**config.mk**
```make
export PLATFORM = sky130hd
export DESIGN_NAME = axis_stream_fifo
export DESIGN_NICKNAME = d
export VERILOG_FILES = /design/src/rtl/axis_stream_fifo.sv
export SDC_FILE = /design/constraint.sdc
export NUM_CORES = 1
export LEC_CHECK = 0
export CAP_MARGIN = 20
export CORE_ASPECT_RATIO = 1.2
export CORE_MARGIN = 3
export CORE_UTILIZATION = 51
export CTS_CLUSTER_DIAMETER = 50
export DETAILED_ROUTE_END_ITERATION = 7
export GPL_ROUTABILITY_DRIVEN = 0
export HOLD_SLACK_MARGIN = 0.05
export PLACE_DENSITY_LB_ADDON = 0.25
export RECOVER_POWER = 100
export REMOVE_ABC_BUFFERS = 1
export SLEW_MARGIN = 25
export SYNTH_ARGS = -nofsm -noshare
export SYNTH_HDL_FRONTEND = slang
export SYNTH_SLANG_ARGS = --single-unit
```
**constraint.sdc**
```tcl
create_clock -name clk -period 3.25 [get_ports clk]
set_input_delay 0.4875 -clock clk [delete_from_list [all_inputs] [get_ports clk]]
set_output_delay 0.4875 -clock clk [all_outputs]
set_load 0.05 [all_outputs]
```
**src/rtl/axis_stream_fifo.sv**
```systemverilog
// DEPTH-entry first-word-fall-through AXI-stream queue with a TLAST sideband,
// fill level, almost-full flag, stored-packet count and synchronous flush.
module axis_stream_fifo #(
   parameter  int N            = 4,
   parameter  int DATA_WIDTH   = 8,
   parameter  int DEPTH        = 4,
   parameter  int AFULL_THRESH = DEPTH - 1,
   localparam int W            = N * DATA_WIDTH,
   localparam int LW           = $clog2(DEPTH + 1),
   localparam int PW           = $clog2(DEPTH)
) (
   input  logic          clk,
   input  logic          reset,
   input  logic [W-1:0]  s_tdata,
   input  logic          s_tvalid,
   input  logic          s_tlast,
   output logic          s_tready,
   output logic [W-1:0]  m_tdata,
   output logic          m_tvalid,
   output logic          m_tlast,
   input  logic          m_tready,
   input  logic          flush,
   output logic [LW-1:0] level,
   output logic          almost_full,
   output logic [LW-1:0] pkt_count
);

   logic [W:0]    mem [DEPTH];
   logic [PW-1:0] wp;
   logic [PW-1:0] rp;
   logic [W:0]    head;
   logic          push;
   logic          pop;
   logic          pkt_inc;
   logic          pkt_dec;

   assign head        = mem[rp];
   assign s_tready    = ~reset & ~flush & (level != LW'(DEPTH));
   assign m_tvalid    = (level != '0);
   assign push        = s_tvalid & s_tready;
   assign pop         = m_tvalid & m_tready;
   // Stale storage never leaks out: the head is masked to zero while empty.
   assign m_tdata     = m_tvalid ? head[W-1:0] : '0;
   assign m_tlast     = m_tvalid & head[W];
   assign almost_full = (level >= LW'(AFULL_THRESH));
   assign pkt_inc     = push & s_tlast;
   assign pkt_dec     = pop & head[W];

   // NOTE: storage is deliberately not reset; only pointers and counters are.
   always_ff @(posedge clk) begin
      if (push) mem[wp] <= {s_tlast, s_tdata};
   end

   always_ff @(posedge clk) begin
      if (reset || flush) begin
         wp        <= '0;
         rp        <= '0;
         level     <= '0;
         pkt_count <= '0;
      end else begin
         if (push) wp <= wp + PW'(1);
         if (pop)  rp <= rp + PW'(1);
         case ({push, pop})
            2'b10:   level <= level + LW'(1);
            2'b01:   level <= level - LW'(1);
            default: level <= level;
         endcase
         case ({pkt_inc, pkt_dec})
            2'b10:   pkt_count <= pkt_count + LW'(1);
            2'b01:   pkt_count <= pkt_count - LW'(1);
            default: pkt_count <= pkt_count;
         endcase
      end
   end

   a_level_bound : assert property (@(posedge clk) disable iff (reset) level <= LW'(DEPTH));
   a_pkt_bound   : assert property (@(posedge clk) disable iff (reset) pkt_count <= level);

endmodule

```
### Yosys cells after proc, flatten, opt, wreduce, memory -nomap -nowiden

Memory sizes are Yosys's and may differ from the RTL's. A register that Yosys moved wholly into a read port is not among the register bits.
Index checks and enable logic that the tools add are counted.

* register bits after elaboration: 10
* RAM bits: 132
* input port bits: 38
* output and inout port bits: 42
* logic and storage cells: 37
* memories kept: 1

* add/subtract/negate cells: 6
* order comparisons: 1
* equal/unequal tests: 5
* multiplexer cells: 7
* bitwise logic cells: 9
* reduce and logical (&&, ||, !) cells: 4

Memory list
* mem: words 4, width 33, rd ports 1, clocked after Yosys merged registers in 1, wr ports 1, line 28 `logic [W:0] mem [DEPTH];`

Operators with widths (number)
* $mux W32: 1
* $pmux W3 S2: 2
* $and A1 B1 Y1: 7
* $add A3 B1 Y3 const B: 2
* $sub A3 B1 Y3 const B: 2
* $add A2 B1 Y2 const B: 2
* $eq A2 B1 Y1 const B: 2
* $eq A2 B2 Y1 const B: 2
* $mux W2: 2
* $reduce_bool A2 Y1: 2
* $ge A3 B2 Y1 const B: 1
* $ne A3 B3 Y1 const B: 1
* $reduce_bool A3 Y1: 1
* $mux W1: 2
* $not A1 Y1: 2
* $logic_or A1 B1 Y1: 1

### Depth between registers and ports, before layout

* depth after elaboration: 7
* depth in mapped cells: 9
* mapped depth without buffers: 9

### Least setup slack after synthesis

No wires, ideal clock.

* path kind: flip-flop to flip-flop
* from: register level[2]
* to: register level[2]
* library setup time: 0.071 ns
* data arrival time: 2.503 ns
* slack: 0.676 ns
* cell stages (with the launch flop): 10
* clock period less this slack: 2.574 ns
* cell sequence: dfxtp_1 or3b_4 and2_4 inv_1 ha_1 inv_1 fa_1 xor2_1 or3_1 a21oi_1

* longest elaborated chain between the ends: 5
* elaborated cells on any way between the ends: 11
* those cells by class: add/sub (2); eq/ne (3); mux (1); bitwise (3); reduce/logical (2)

RTL lines
* from (decl): line 23 `output logic [LW-1:0] level,`
* from (signal assigned): line 64 `2'b10: level <= level + LW'(1);`
* from (signal assigned): line 65 `2'b01: level <= level - LW'(1);`
* from (signal assigned): line 66 `default: level <= level;`
* $ne A3 B3 Y1: line 38 `assign s_tready = ~reset & ~flush & (level != LW'(DEPTH));`
* $and A1 B1 Y1: line 38
* $and A1 B1 Y1: line 40 `assign push = s_tvalid & s_tready;`
* $eq A2 B1 Y1 / $eq A2 B2 Y1 (equally long branches): line 63 `case ({push, pop})`
* $pmux W3 S2 / $reduce_bool A2 Y1 (equally long branches)

Several ways; a longest one is shown, not always the timed one.
A chain may end at the register's enable or synchronous reset.

==> results.md <==
- Clk slew on worst S/H paths: 0.05 ns
- Crit path time final: around 3.1 ns
- GRT overflow: 0
- Pwr dens: approximately 560 nW/um^2
- Nets: between 400 and 500
- Synth Instances: between 200 and 300
- Global-route wire length before repair: 15.6 mm
- Max FO, Critical Path: 14
- Sequential fraction of design power: 51.2%
- Max_cap viols: 0
- Endpoints failing hold: 0
- Post-synthesis cell type count: 31
- Number of global-route vias before repair: just over 3000
- Synthesis Warnings: 0
- Via count: approximately 2800
- P_sw: 0.000779 W
- Most Used Layer, Global Route: met2
- Final HPWL DP: approximately 6 mm
- Wire per inst: about 19 um
- Critical Path AT: approximately 2.6 ns
- Synth area leader: edfxtp_1
- Synth top area share: 69.8%
- Worst skew pair latency: ~0.4 ns
- Met1 Usage GRT: a little over a fifth
- FILL cells: around 700
- Crit end category: output port
- Initial antenna violation count: 2
- Global Route Usage Sum: between 15 and 20%
- Hold-fix buffers, CTS: 0
- Layout cell share with drive strength beyond 1: approximately a fifth
- Comb pwr share: 4.2%
- Internal Power: 0.00323 W
- Buf+Inv Stages, Crit Path: 2
- Critical path's slowest cell: dlygate4sd3_1
- Cell family with most CP delay: buffers and inverters
- Pin count of the biggest net entering global routing: 35
- Post-synthesis cell area: ~5700 sq um
- Die X: 102 um
- H-tree lvl count: 4
- Core area: approximately 11000 sq um
- Outcome: finished, final reports clean
- Avg Vias per Cell: 5.49
- Seq/Total Area, Yosys: between 70% and 80%
- F_max: between 300 and 400 MHz
- Main area contributors after synthesis: edfxtp_1 (70%), mux4_2 (12%), dfxtp_1 (4.2%)
- Slew Limit Fails: 0
- Critical Path Source Type: flop
- Post-synth EDFFs: between 100 and 150
- Top cells by count, synth: edfxtp_1 (132), and2_1 (34), mux4_2 (30)
- Final ANT Viol Nets: 0
- Ant diodes: 0
- I/O pins: 80
- CP cell instances: buf_12 -> mux4_2 -> and2_1 -> dlygate4sd3_1
- Worst path max stage delay: 0.76 ns
- Final period util: between 90% and 100%
- Maximum vdd drop: 373 uV
- Setup TNS: 0 ns
- Post-synthesis register bit count: roughly 140
- Starting DRT DRC Count: 197
- Most common cell in the netlist: edfxtp_1
- Leakage: approximately 2.5 nW
- Synth Flop Type: edfxtp_1
- Total power: 0.00401 W
- Area Growth Syn to Fin: 26.0%
- Worst slew margin: 34.1%
- CTS root buf: clkbuf_16
- Die area: about 12000 sq um
- Drt pass-1 iters: 4
- R2R Setup Slk: approximately 0.6 ns
- PostCTS Resize Cnt: 0
- Clock buffer count from CTS: 17
- Initial core utilization: between 50 and 60%
- Met2 usage: between 20% and 30%
- Clock sinks: approximately 140
- Hold WC Path Type: flop to flop
- Drt drc: 0
- Port bufs: 79
- Die H: roughly 120 um
- Final setup violation count: 0
- Clock skew: 0.00615 ns
- Clock power frac: 44.7%
- RSZ-0062 raised after global routing: no
- Async set-reset flop share out of synthesis: 0%
- Setup Buffers After CTS: 0
- CTS tree: done
- GR Util met3: roughly 6.7%
- Synthesized area per cell: a little over 20 sq um
- Maximum clock path buffer count: 2
- Overall routed net length: 9.76 mm
- FP Rows: 41
- Kind of critical path: flop to output port
- Sw Ratio: 19.4%
- CP required: 2.76 ns
- Worst Max-Slew Pin Slew: 0.989 ns
-- cell families after synthesis --
family	after synthesis	synth area share (%)
AOI/OAI and AO/OA	9	1.08
adders and majority gates	8	2.03
muxes	35	13.6
xor gates and xnor gates	6	0.925
DFF	144	74.0
and+or+nand+nor	58	6.03
buffers and inverters	19	2.31
-- tightest hold or removal path, delay by kind of cell (launching register included) --
kind	cells	cell delay, ns
compound gates	2	0.14
flops	1	0.32
-- per-layer routing --
layer / routed length (um) / share of wire, % / vias to the layer above
met1: 4110 / 42 / 1442
met5: 27 / 0.28 / -
met2: 4960 / 51 / 76
met4: 136 / 1.4 / 4
li1: - / - / 1294
met3: 523 / 5.4 / 15
-- state kept, by name, summed over array words and instances (netlist names), named ones only --
name / cells
wp: 2
mem: 132
level: 3
rp: 2
pkt_count: 3
-- layout make-up --
cell class	instances	area [sq um]	area share, %
clock inverters	13	121	1.70
flip-flops and latches	144	4210	58.8
repair buffers	88	868	12.1
inverters	7	26.3	0.367
well taps	129	161	2.25
multi-input cells	116	1340	18.8
clock buffers	19	433	6.05
-- cells in the final DEF (no fill, tap or decap), drive strengths merged, types with 2 or more instances in the layout --
cell type and instances:
edfxtp 132, dlygate4sd3 65, and2 35, mux4 33, clkbuf 25, dfxtp 12, clkdlybuf4s50 10, nor2 9
clkinv 9, inv 7, buf 7, ha 6, xor2 5, and3 4, or3 3, a21oi 3
nand2 2, mux2i 2, o21ai 2, fa 2, bufinv 2, clkinvlp 2, o31ai 2
-- power groups by stage --
stage / registers (W) / logic, W / clock network [W]
finish: 0.00205 / 0.000167 / 0.00179
CTS: 0.00205 / 0.000184 / 0.00183
global route: 0.00205 / 0.000180 / 0.00190
global placement: 0.00209 / 0.000178 / 0
detailed placement: 0.00209 / 0.000183 / 0
floorplan: 0.00209 / 0.0000787 / 0
-- path summary, 6_finish.rpt --
| path | from | to | cells after the start |
|---|---|---|---|
| max reg2reg | flop | pkt_count[2] | 7 |
| min | pkt_count[2] | pkt_count[2] | 2 |
| min reg2reg | pkt_count[2] | pkt_count[2] | 2 |
| max | flop | m_tdata[18] | 4 |
-- through the flow --
step	util [%]	hold WS [ns]	instances	area (sq um)	setup slack (ns)
2_1_floorplan	-	0.475	267	5580	-0.278
3_3_place_gp	62.5	0.487	484	6670	0.559
3_5_place_dp	62.5	0.488	484	6670	0.478
4_1_cts	67.7	0.501	516	7220	0.109
5_1_grt	67.1	0.548	516	7160	0.0439
6_report	67.1	0.506	516	7160	0.142
Note: power is estimated with default switching activity, not from simulation.
==> RTL edit 1: new RTL, same settings <==
Put one more register stage on the output `level`, without a reset. The value now appears one clock later. The other outputs are not delayed to match.
--- a/src/rtl/axis_stream_fifo.sv
+++ b/src/rtl/axis_stream_fifo.sv
@@ -25,6 +25,8 @@
    output logic [LW-1:0] pkt_count
 );
 
+   logic [LW-1:0] level_s0;
+
    logic [W:0]    mem [DEPTH];
    logic [PW-1:0] wp;
    logic [PW-1:0] rp;
@@ -35,14 +37,14 @@
    logic          pkt_dec;
 
    assign head        = mem[rp];
-   assign s_tready    = ~reset & ~flush & (level != LW'(DEPTH));
-   assign m_tvalid    = (level != '0);
+   assign s_tready    = ~reset & ~flush & (level_s0 != LW'(DEPTH));
+   assign m_tvalid    = (level_s0 != '0);
    assign push        = s_tvalid & s_tready;
    assign pop         = m_tvalid & m_tready;
    // Stale storage never leaks out: the head is masked to zero while empty.
    assign m_tdata     = m_tvalid ? head[W-1:0] : '0;
    assign m_tlast     = m_tvalid & head[W];
-   assign almost_full = (level >= LW'(AFULL_THRESH));
+   assign almost_full = (level_s0 >= LW'(AFULL_THRESH));
    assign pkt_inc     = push & s_tlast;
    assign pkt_dec     = pop & head[W];
 
@@ -55,15 +57,15 @@
       if (reset || flush) begin
          wp        <= '0;
          rp        <= '0;
-         level     <= '0;
+         level_s0  <= '0;
          pkt_count <= '0;
       end else begin
          if (push) wp <= wp + PW'(1);
          if (pop)  rp <= rp + PW'(1);
          case ({push, pop})
-            2'b10:   level <= level + LW'(1);
-            2'b01:   level <= level - LW'(1);
-            default: level <= level;
+            2'b10:   level_s0 <= level_s0 + LW'(1);
+            2'b01:   level_s0 <= level_s0 - LW'(1);
+            default: level_s0 <= level_s0;
          endcase
          case ({pkt_inc, pkt_dec})
             2'b10:   pkt_count <= pkt_count + LW'(1);
@@ -73,8 +75,12 @@
       end
    end
 
-   a_level_bound : assert property (@(posedge clk) disable iff (reset) level <= LW'(DEPTH));
-   a_pkt_bound   : assert property (@(posedge clk) disable iff (reset) pkt_count <= level);
+   a_level_bound : assert property (@(posedge clk) disable iff (reset) level_s0 <= LW'(DEPTH));
+   a_pkt_bound   : assert property (@(posedge clk) disable iff (reset) pkt_count <= level_s0);
+
+   always_ff @(posedge clk) begin
+      level <= level_s0;
+   end
 
 endmodule
 
Check against the original RTL: not equivalent (Yosys sat finds a counterexample within 4 cycles, from zero or initial values).
==> RTL edit 1 against the original RTL <==
  * Wire length is 0.15% higher
  * Synthesized area is 1.1% higher
  * Largest power group unchanged
  * Sequential cell count rose by 3
  * Non-clock buffer count is 2 higher
  * Cell area grew 0.70%
  * Power increased by 1.2%
  * Worst setup slack gained 0.033 ns
  * Global-route usage decreased by 0.38 points
==> RTL edit 1: results (changes against the original RTL) <==
- Top area cells in the synthesized netlist: edfxtp_1, mux4_2, dfxtp_1 (unchanged)
- First-pass GRT wire length: 15.2 mm (was 15.6 mm)
- Initial antenna violation count: 1 (was 2)
- DRT iter0 DRCs: 130 (was 197)
- Worst Tran Pin Value: 0.987 ns (was 0.989 ns)
- # nets final: 425 (was 420)
- Total core area: 10800 um^2 (was 10700 um^2)
- WL met1: 3.91 mm (was 4.11 mm)
- Most frequent cells after synthesis: edfxtp_1, and2_1, mux4_2, dfxtp_1, nor2_1 (unchanged)
- Worst hold slack: 0.435 ns (was 0.506 ns)
- Gr usage total: 17.0% (was 17.4%)
- DR top layer: met4 (was met5)
- Met3 WL: 413 um (was 523 um)
- Clock skew: 0.0109 ns (was 0.00615 ns)
- Seq/Total Area, Yosys: 74.3% (was 74.0%)
- Largest net degree at the start of global routing: 34 (was 35)
- DPL Wire Length: 6.18 mm (was 5.98 mm)
- Leak: 0.00250 uW (was 0.00246 uW)
- Outcome: completed (unchanged)
- Sequential cell area: 4270 um^2 (was 4210 um^2)
- Layout fillers: 724 (was 712)
- Design internal power: 3260 uW (was 3230 uW)
- Routed length on met2: 5.34 mm (was 4.96 mm)
- Routed wire per std cell: 18.7 um (was 18.9 um)
- Layout cells sized above 1: 21.2% (was 19.1%)
- Critical Path AT: 2.59 ns (was 2.62 ns)
- Vias: 2825 (was 2831)
[RTL edit 1: kinds of logic after synthesis]
| group | Yosys count | share of synthesized area, % |
|---|---|---|
| AOI/OAI and AO/OA | 9 | 1.07 |
| DFF | 147 | 74.3 |
| xor gates and xnor gates | 6 | 0.915 |
| adders and majority gates | 8 | 2.00 |
| buffers and inverters | 19 | 2.29 |
| and+or+nand+nor | 58 | 5.97 |
| muxes | 35 | 13.5 |
[RTL edit 1: area by class of cell]
class / count / area share [%]
inverter: 7 / 0.364
sequential: 147 / 59.2
clock inverter: 10 / 0.920
clock buffer: 22 / 7.03
tap: 129 / 2.24
antenna: 1 / 0.0347
multi-input combinational: 116 / 18.7
timing repair buffer: 90 / 11.6
[RTL edit 1: power by group through the flow]
stage	clock (uW)	combinational (uW)	sequential (uW)
2_1_floorplan	0	78.7	2130
3_3_place_gp	0	178	2120
3_5_place_dp	0	183	2130
4_1_cts	1850	184	2090
5_1_grt	1930	180	2090
6_report	1800	167	2090
[RTL edit 1: worst paths after layout]
check                           depth (start not counted)        start          end
worst max-delay path                                    4    flip-flop  m_tdata[30]
worst min-delay path                                    0  level_s0[2]     level[2]
worst max register to register                          9  level_s0[2]  level_s0[2]
worst min register to register                          0  level_s0[2]     level[2]
[RTL edit 1: metal layers]
layer / up-vias / global-route usage (%)
li1: 1319 / -
met1: 1431 / 20.8
met2: 64 / 28.4
met3: 11 / 5.69
met4: 0 / 5.83
met5: - / 0
[RTL edit 1: through the flow]
stage / cells / setup slack [ns] / total power (uW)
floorplan: 270 / -0.276 / 2210
global placement: 489 / 0.545 / 2300
detailed placement: 489 / 0.445 / 2310
CTS: 521 / 0.138 / 4120
global route: 522 / 0.0521 / 4200
finish: 522 / 0.174 / 4050
==> RTL edit 2: new RTL, config.mk and constraints unchanged <==
Made on the original files. The parameter `DEPTH` goes from 4 to 8.
--- a/src/rtl/axis_stream_fifo.sv
+++ b/src/rtl/axis_stream_fifo.sv
@@ -3,7 +3,7 @@
 module axis_stream_fifo #(
    parameter  int N            = 4,
    parameter  int DATA_WIDTH   = 8,
-   parameter  int DEPTH        = 4,
+   parameter  int DEPTH        = 8,
    parameter  int AFULL_THRESH = DEPTH - 1,
    localparam int W            = N * DATA_WIDTH,
    localparam int LW           = $clog2(DEPTH + 1),
Interface: changed (resized level and pkt_count); port bits go from 80 to 82. The function was not compared with the original's and may differ.
==> RTL edit 2 against the original RTL <==
  * Worst setup slack worse by 0.028 ns
  * Synthesized area up 93%
  * Power up 73%
  * Cell area up 80%
  * Highest routed layer unchanged
  * Wire length up 120%
  * Sequential cell count up 137
  * Critical path type unchanged
  * Largest cell class unchanged
  * Core utilization down 6.0 points
  * Final cell count up 80%
==> RTL edit 2: results (changes against the original RTL) <==
- R2R depth: 6 (was 7)
- Outcome: completed (unchanged)
- GR Util met3: 2.56% (was 6.70%)
- Number of vias per cell: 5.78 (was 5.49)
- Clk buf depth: 3 (was 2)
- Most frequent cells after synthesis: edfxtp_1, mux4_2, nor2_1, mux2i_1, dfxtp_1 (was edfxtp_1, and2_1, mux4_2, dfxtp_1, nor2_1)
- DRT iter0 DRCs: 448 (was 197)
- Top area cells in the synthesized netlist: edfxtp_1, mux4_2, mux2i_1 (was edfxtp_1, mux4_2, dfxtp_1)
- Reg2reg end: mem[0][25] (was pkt_count[2])
- Dpl ws: 0.327 ns (was 0.478 ns)
- DP Area: 12300 um^2 (was 6670 um^2)
- Seq/Total Area, Yosys: 75.4% (was 74.0%)
- Vias in the first global route: 5733 (was 3033)
- Worst hold stages: 2 (unchanged)
- Post-synth top flop: edfxtp_1 (unchanged)
- Worst slew margin: 20.8% (was 34.1%)
- Hold worst-path end: pkt_count[3] (was pkt_count[2])
- Routed wire per std cell: 23.1 um (was 18.9 um)
- CP max FO: 26 (was 14)
- Async SR Flop Fraction: 0% (unchanged)
- Netlist cell types: 34 (was 31)
- Leak: 0.00404 uW (was 0.00246 uW)
- Clk_lat worst skew: 0.52 ns (was 0.40 ns)
- DP Cell Count: 880 (was 484)
- Largest net degree at the start of global routing: 39 (was 35)
- Critical Path AT: 2.65 ns (was 2.62 ns)
- Layout cells sized above 1: 20.3% (was 19.1%)
- Number of synthesis warnings: 0 (unchanged)
- Initial antenna violation count: 1 (was 2)
- GR Util met2: 31.2% (was 27.7%)
- Gr usage total: 18.6% (was 17.4%)
- Num CTS Buffers: 27 (was 17)
- Post-Synthesis Cells: 528 (was 279)
- DPL Wire Length: 12.4 mm (was 5.98 mm)
- R2R setup slack: 0.34 ns (was 0.60 ns)
- Clock skew: 0.00791 ns (was 0.00615 ns)
- Final std cells w/o fill: 927 (was 516)
- Top flop regs: mem (264), level (4), pkt_count (4) (was mem (132), level (3), pkt_count (3))
- IR drop worst, VDD: 0.409 mV (was 0.373 mV)
- H-tree Lvls: 1 (was 4)
- Setup TNS: 0 ns (unchanged)
- Worst r2r src: level[1]
- Grt met1 use: 26.1% (was 22.0%)
- Reg clk slew, reported paths: 0.06 ns
- PortBufs: 81 (was 79)
- Number of flops mapped to enable cells by yosys: 264 (was 132)
- Routed Antenna Nets: 0 (unchanged)
- Hold_sp: pkt_count[3] (was pkt_count[2])
- Worst hold slack: 0.469 ns (was 0.506 ns)
- First-pass GRT wire length: 33.4 mm (was 15.6 mm)
- # nets final: 685 (was 420)
- Drt first pass iters: 4 (unchanged)
## RTL edit 2: layout make-up
type / instances / area, um^2
sequential: 281 / 8270
fill: 1512 / 8190
multi-input combinational: 220 / 2540
timing repair buffer: 107 / 931
clock buffer: 35 / 706
tap: 270 / 338
clock inverter: 11 / 56.3
inverter: 2 / 7.51
antenna: 1 / 2.50
## RTL edit 2: what timing repair did
action / in CTS / in global routing
buffers inserted: 0 / 0
setup endpoints to repair: 3 / 12
resized for setup: 3 / 12
## RTL edit 2: critical path, stage by stage, from the launching register on
cell	delay (ns)
dfxtp_4	0.40
buf_12	0.24
mux4_2	0.54
mux2i_1	0.15
nor2_1	0.07
clkdlybuf4s50_1	0.71
## RTL edit 2: worst max path at each step
stage | cells past startpoint | slack [ns] | from | to
after global routing | 5 | 0.02 | flip-flop | m_tdata[6]
after detailed placement | 11 | 0.33 | flush | level[2]
final | 5 | 0.11 | flip-flop | m_tdata[30]
after floorplan | 10 | -1.77 | flip-flop | pkt_count[2]
after CTS | 5 | 0.004 | flip-flop | m_tdata[16]
after global placement | 11 | 0.43 | flush | level[2]
## RTL edit 2: routing by layer
layer	wire length, um	vias up
met3	1110	35
li1	-	2376
met4	457	2
met2	11100	155
met1	8710	2789
met5	13	-
## RTL edit 2: power breakdown
| group | internal (uW) | switching, uW | leakage [uW] |
|---|---|---|---|
| logic | 79.2 | 139 | 0.00115 |
| registers | 3970 | 7.14 | 0.00252 |
| clock network | 1520 | 1220 | 0.000373 |
| total | 5580 | 1370 | 0.00404 |
## RTL edit 2: cell families after synthesis
family / after synthesis / synth area share (%)
buf+inv: 27 / 1.39
xor+xnor: 9 / 0.719
mux: 104 / 17.0
compound gates: 12 / 0.570
fa+ha+maj: 8 / 0.913
simple gates: 87 / 4.02
flops: 281 / 75.4
